==> src/rtl/alu_issue_ctrl.sv <==
// rtl/alu_issue_ctrl.sv - single-op issue/retire controller upstream of the ALU (optional stats: ALU_ISSUE_STATS_EN)
module alu_issue_ctrl #(
  parameter int DATA_W  = 32,
  parameter int OPC_W   = 3,
  parameter int DEST_W  = 5,
  parameter int ALU_LAT = 1
) (
  input  logic              clk,
  input  logic              rst,
  input  logic              in_valid,
  output logic              in_ready,
  input  logic [DATA_W-1:0] in_operand1,
  input  logic [DATA_W-1:0] in_operand2,
  input  logic [OPC_W-1:0]  in_opcode,
  input  logic [DEST_W-1:0] in_dest,
  output logic [DATA_W-1:0] alu_operand1,
  output logic [DATA_W-1:0] alu_operand2,
  output logic [OPC_W-1:0]  alu_opcode,
  output logic              alu_en,
  input  logic [DATA_W:0]   alu_result,
  input  logic              alu_overflow,
  output logic              out_valid,
  input  logic              out_ready,
  output logic [DATA_W:0]   out_result,
  output logic              out_overflow,
  output logic [DEST_W-1:0] out_dest,
  output logic              busy
`ifdef ALU_ISSUE_STATS_EN
  ,
  output logic [15:0]       op_count,
  output logic [15:0]       ovf_count
`endif
);

  typedef enum logic [1:0] {
    S_IDLE  = 2'd0,
    S_ISSUE = 2'd1,
    S_WAIT  = 2'd2,
    S_HOLD  = 2'd3
  } state_t;

  // WAIT lasts ALU_LAT cycles: counter loaded with ALU_LAT-1, result taken when it hits 0
  localparam logic [3:0] CNT_LOAD = 4'(ALU_LAT - 1);

  state_t              state_q, state_d;
  logic [3:0]          cnt_q, cnt_d;
  logic [DATA_W-1:0]   op1_q, op1_d;
  logic [DATA_W-1:0]   op2_q, op2_d;
  logic [OPC_W-1:0]    opc_q, opc_d;
  logic [DEST_W-1:0]   dest_q, dest_d;
  logic [DATA_W:0]     res_q, res_d;
  logic                ovf_q, ovf_d;
  logic                accept;
  logic                out_hs;

  // Next-state, handshakes and op/result capture
  always_comb begin
    state_d   = state_q;
    cnt_d     = cnt_q;
    op1_d     = op1_q;
    op2_d     = op2_q;
    opc_d     = opc_q;
    dest_d    = dest_q;
    res_d     = res_q;
    ovf_d     = ovf_q;
    in_ready  = 1'b0;
    out_valid = 1'b0;
    alu_en    = 1'b0;
    accept    = 1'b0;
    out_hs    = 1'b0;

    case (state_q)
      S_IDLE: begin
        in_ready = 1'b1;
        if (in_valid) begin
          accept  = 1'b1;
          state_d = S_ISSUE;
        end
      end
      S_ISSUE: begin
        alu_en  = 1'b1;
        cnt_d   = CNT_LOAD;
        state_d = S_WAIT;
      end
      S_WAIT: begin
        if (cnt_q == 4'd0) begin
          res_d   = alu_result;
          ovf_d   = alu_overflow;
          state_d = S_HOLD;
        end else begin
          cnt_d = cnt_q - 4'd1;
        end
      end
      S_HOLD: begin
        out_valid = 1'b1;
        // A new op may enter only in the cycle WB takes the current result
        in_ready  = out_ready;
        if (out_ready) begin
          out_hs = 1'b1;
          if (in_valid) begin
            accept  = 1'b1;
            state_d = S_ISSUE;
          end else begin
            state_d = S_IDLE;
          end
        end
      end
      default: state_d = S_IDLE;
    endcase

    if (accept) begin
      op1_d  = in_operand1;
      op2_d  = in_operand2;
      opc_d  = in_opcode;
      dest_d = in_dest;
    end
  end

  // State and datapath registers; reset drops any in-flight op
  always_ff @(posedge clk) begin
    if (rst) begin
      state_q <= S_IDLE;
      cnt_q   <= '0;
      op1_q   <= '0;
      op2_q   <= '0;
      opc_q   <= '0;
      dest_q  <= '0;
      res_q   <= '0;
      ovf_q   <= 1'b0;
    end else begin
      state_q <= state_d;
      cnt_q   <= cnt_d;
      op1_q   <= op1_d;
      op2_q   <= op2_d;
      opc_q   <= opc_d;
      dest_q  <= dest_d;
      res_q   <= res_d;
      ovf_q   <= ovf_d;
    end
  end

  assign alu_operand1 = op1_q;
  assign alu_operand2 = op2_q;
  assign alu_opcode   = opc_q;
  assign out_result   = res_q;
  assign out_overflow = ovf_q;
  assign out_dest     = dest_q;
  assign busy         = (state_q != S_IDLE);

`ifdef ALU_ISSUE_STATS_EN
  logic [15:0] op_count_q, op_count_d;
  logic [15:0] ovf_count_q, ovf_count_d;

  // Retired-op and overflow counters, both wrap naturally at 16 bits
  always_comb begin
    op_count_d  = op_count_q;
    ovf_count_d = ovf_count_q;
    if (out_hs) begin
      op_count_d = op_count_q + 16'd1;
      if (ovf_q) begin
        ovf_count_d = ovf_count_q + 16'd1;
      end
    end
  end

  // Counter registers
  always_ff @(posedge clk) begin
    if (rst) begin
      op_count_q  <= '0;
      ovf_count_q <= '0;
    end else begin
      op_count_q  <= op_count_d;
      ovf_count_q <= ovf_count_d;
    end
  end

  assign op_count  = op_count_q;
  assign ovf_count = ovf_count_q;
`endif

endmodule
==> config.mk <==
export PLATFORM = sky130hd
export DESIGN_NAME = alu_issue_ctrl
export DESIGN_NICKNAME = d
export VERILOG_FILES = /design/src/rtl/alu_issue_ctrl.sv
export SDC_FILE = /design/constraint.sdc
export NUM_CORES = 1
export LEC_CHECK = 0
export ABC_AREA = 0
export BUFFER_PORTS_ARGS = -buffer_cell sky130_fd_sc_hd__buf_2
export CAP_MARGIN = 20
export CORE_ASPECT_RATIO = 0.8
export CORE_MARGIN = 1
export CORE_UTILIZATION = 45
export CTS_CLUSTER_SIZE = 24
export DETAILED_ROUTE_END_ITERATION = 10
export GPL_TIMING_DRIVEN = 0
export PLACE_DENSITY = 0.79
export SETUP_SLACK_MARGIN = 0.5
export SLEW_MARGIN = 20
export SYNTH_ARGS = -nofsm -noshare
export SYNTH_HDL_FRONTEND = slang
export SYNTH_SLANG_ARGS = --single-unit
==> constraint.sdc <==
create_clock -name clk -period 2.29 [get_ports clk]
set_clock_uncertainty 0.2 [all_clocks]
set_input_delay 0.458 -clock clk [delete_from_list [all_inputs] [get_ports clk]]
set_output_delay 0.458 -clock clk [all_outputs]
set_load 0.02 [all_outputs]
==> run_results.csv <==
group,metric,value,unit
status,status,"completed",
routing,drt_first_iter_violations,183,
sta,fmax,0.4970,GHz
global_routing,grt_pass1_vias,3864,
routing,ant_nets,0,
floorplan,initial_core_util,47.60,%
clock_network,clk_pin_slew,0.07,ns
sta,setup_viol,0,
synthesis,ys_seq_area_share,54.32,%
worst_setup_path,crit_arrival,1.35,ns
min_path,hold_path_depth,3,
floorplan,rows,30,
routing,avgViaCountPerCell,4.873,
min_path,worstHoldStart,"in_operand1[21]",
sta,slew_headroom,58.84,%
finish,drive_above_1_share,37.45,%
floorplan,pin_count,220,
routing,num_vias,4215,
global_routing,track_usage,23.08,%
worst_setup_path,reg2reg_from,"state_q[1]$_SDFFE_PP0P_",
global_routing,antenna_found_initial,0,
global_routing,grt_max_degree,18,
clock_network,cts_max_level,3,
routing,dr.pass1.iters,5,
worst_setup_path,setup.worst_path.class,"flop to output pin",
clock_network,cts_tree,"yes",
clock_network,clkSinkCount,112,
placed_design,portBuffers,218,
routing,routed_wl,11350,um
floorplan,dieArea,9562,um2
finish,finalInstanceArea,5826,um2
finish,syn_to_final_growth,41.13,%
min_path,hp-class,"input port to flop",
worst_setup_path,crit_path_end_kind,"output pin",
sta,hold_viol_final,0,
clock_network,clock_path_buffers,2,
sta,layout_min_cycle_time,2.012,ns
synthesis,synth.avg_cell_area,8.031,um2
synthesis,ys_types,28,
synthesis,yosys-top-cells-area,"dfxtp_1, nand2_1, a21oi_1",
worst_setup_path,worst-endpoint-required,1.63,ns
synthesis,dominantRegCellSynth,"dfxtp_1",
synthesis,synth_warnings,0,
floorplan,die_y,87.66,um
synthesis,syn_nets,631,
power_and_ir_drop,cellLeakagePower,2.708,nW
sta,worstMarginPinSlew,0.6174,ns
power_and_ir_drop,ir_drop,0.0007470,V
finish,nets,866,
clock_network,clk_latency,0.34,ns
synthesis,synth_largest_area_cell,"dfxtp_1",
placed_design,place_area,5359,um2
global_routing,grt_pass1_wl,17200,um
floorplan,core_area,8671,um2
sta,tns,0,ns
routing,drc_errors,0,
synthesis,synthArstFlopShare,0,%
routing,wire_per_inst,13.12,um
clock_network,cts_made_buffers,9,
finish,antennaDiodeCount,0,
placed_design,gp_congestion,0.8243,
worst_setup_path,start_kind,"flop",
synthesis,synth_cells,514,
worst_setup_path,r2r_slack,0.41,ns
worst_setup_path,crit_fanout,4,
job,drv_cap,0,
synthesis,synth_top_area_share,54.32,%
worst_setup_path,critPathLaunch,"state_q[1]$_SDFFE_PP0P_",
placed_design,dpl.hpwl,8303,um
clock_network,root_buffer,"clkbuf_16",
synthesis,ys_seq_elements,112,
synthesis,synth_edf_count,0,
sta,period_share,87.87,%
worst_setup_path,ff2ff_path_depth,7,
synthesis,netlist_area,4128,um2
min_path,holdPathEnd,"alu_operand1[21]$_SDFFE_PP0P_",
floorplan,die_x,109.1,um
sta,final-max-slew-violation-count,0,
power_and_ir_drop,p_per_area,1291,nW/um2
sta,grt_setup_unrepaired,"true",
worst_setup_path,reg2reg_to,"out_dest[3]$_SDFFE_PP0P_",
global_routing,grt-ovfl-total,0,
-- worst max-delay path: stages, from the launching register on --
cell     delay [ns]
dfxtp_4        0.38
inv_4          0.05
ha_4           0.15
a21o_1         0.17
and2_4         0.14
buf_6          0.12
-- how the worst max path moves through the flow --
stage	end	slack, ns	depth (start not counted)
after CTS	in_ready	0.26	5
after global placement	alu_operand2[24]$_SDFFE_PP0P_	0.31	7
after global routing	in_ready	0.23	5
after detailed placement	out_dest[3]$_SDFFE_PP0P_	0.21	7
after floorplan	out_result[10]$_SDFFE_PP0P_	0.54	9
final	in_ready	0.28	5
-- metrics by stage --
stage	utilization [%]	hold WS (ns)	cells	power [W]	worst slack, ns
after floorplan	-	0.2670	514	0.004797	0.5367
after global placement	61.80	0.2387	844	0.005694	0.3105
after detailed placement	61.80	0.2453	844	0.005801	0.2113
after CTS	66.48	0.1332	863	0.007516	0.2617
after global routing	67.19	0.1378	865	0.008011	0.2281
final	67.19	0.1467	865	0.007521	0.2777
-- power by group --
part           internal (W)  switching (W)  leakage (nW)
sequential          0.00245       0.000252         0.914
clock              0.000794       0.000687         0.138
combinational       0.00125        0.00208          1.66
total               0.00450        0.00302          2.71
-- Yosys cell counts (all sizes together) (4+ instances only) --
| cell type | number |
|---|---|
| nand2b | 4 |
| inv | 7 |
| ha | 7 |
| clkbuf | 12 |
| nor2 | 5 |
| a21oi | 109 |
| nand2 | 215 |
| dfxtp | 112 |
| buf | 24 |
-- flip-flops by register name, summed over array words and instances (netlist names) --
name / cells
out_result: 33
out_overflow: 1
cnt_q: 4
out_dest: 5
alu_opcode: 3
state_q: 2
alu_operand1: 32
alu_operand2: 32
-- what timing repair did --
item                                    in CTS  in global routing
pin swaps                                    4                  3
setup buffers                                4                  2
endpoints found under the setup margin     107                108
hold buffers                                 0                  0
endpoints found under the hold margin        0                  0
resized for setup                           26                 11
cloned                                       0                  0
-- cell type report --
cell class | count | area [um2]
fillers | 736 | 2845
flip-flops and latches | 112 | 2250
multi-input cells | 359 | 1728
repair buffers | 224 | 1165
clock buffers | 11 | 252.7
plain buffers | 36 | 229.0
well taps | 112 | 140.1
inverters | 7 | 31.28
clock inverters | 4 | 30.03
-- cells by family after synthesis --
| logic type | Yosys count | synth area share (%) |
|---|---|---|
| flip-flops | 112 | 54.32 |
| multiplexers | 4 | 1.031 |
| adder cells (fa/ha/maj) | 7 | 2.122 |
| buffers and inverters | 43 | 6.032 |
| AND/OR/NAND/NOR | 234 | 22.37 |
| AO/OA/AOI/OAI | 114 | 14.13 |
-- metal layers --
layer  wire (um)  GRT usage, %  vias to the layer above  part of all wire (%)
li1            -             -                     2126                     -
met5           0             0                        -                     0
met4         113         7.371                        0                   1.0
met2        5612         40.54                      170                    49
met3        1012         8.333                       12                   8.9
met1        4614         26.12                     1907                    41
-- cell usage in the layout, fill, tap and decap left out --
| cell | n |
|---|---|
| inv_4 | 2 |
| clkinv_4 | 2 |
| mux2i_1 | 2 |
| o221ai_2 | 1 |
| o31ai_1 | 1 |
| buf_4 | 13 |
| dfxtp_4 | 2 |
| nand2_1 | 215 |
| inv_2 | 1 |
| a21o_1 | 1 |
| nor3_1 | 1 |
| clkbuf_8 | 2 |
| a311oi_1 | 1 |
| a21oi_1 | 109 |
| buf_6 | 12 |
| nor3b_4 | 1 |
| clkbuf_1 | 12 |
| ha_1 | 2 |
| nor2_1 | 4 |
| nand4b_1 | 1 |
| o21ai_2 | 1 |
| nand3_1 | 1 |
| dfxtp_1 | 110 |
| clkbuf_16 | 9 |
| buf_2 | 223 |
| or3_1 | 2 |
| nand2b_4 | 2 |
| mux2_2 | 2 |
| ha_2 | 1 |
| ha_4 | 4 |
| and2_4 | 1 |
| clkinv_2 | 1 |
| inv_1 | 4 |
| nor2_4 | 1 |
| clkinvlp_4 | 1 |
| nor3b_1 | 1 |
| nand2b_1 | 2 |
| and3_1 | 1 |
| or2_1 | 1 |
Power figures use the tool's default switching activity.
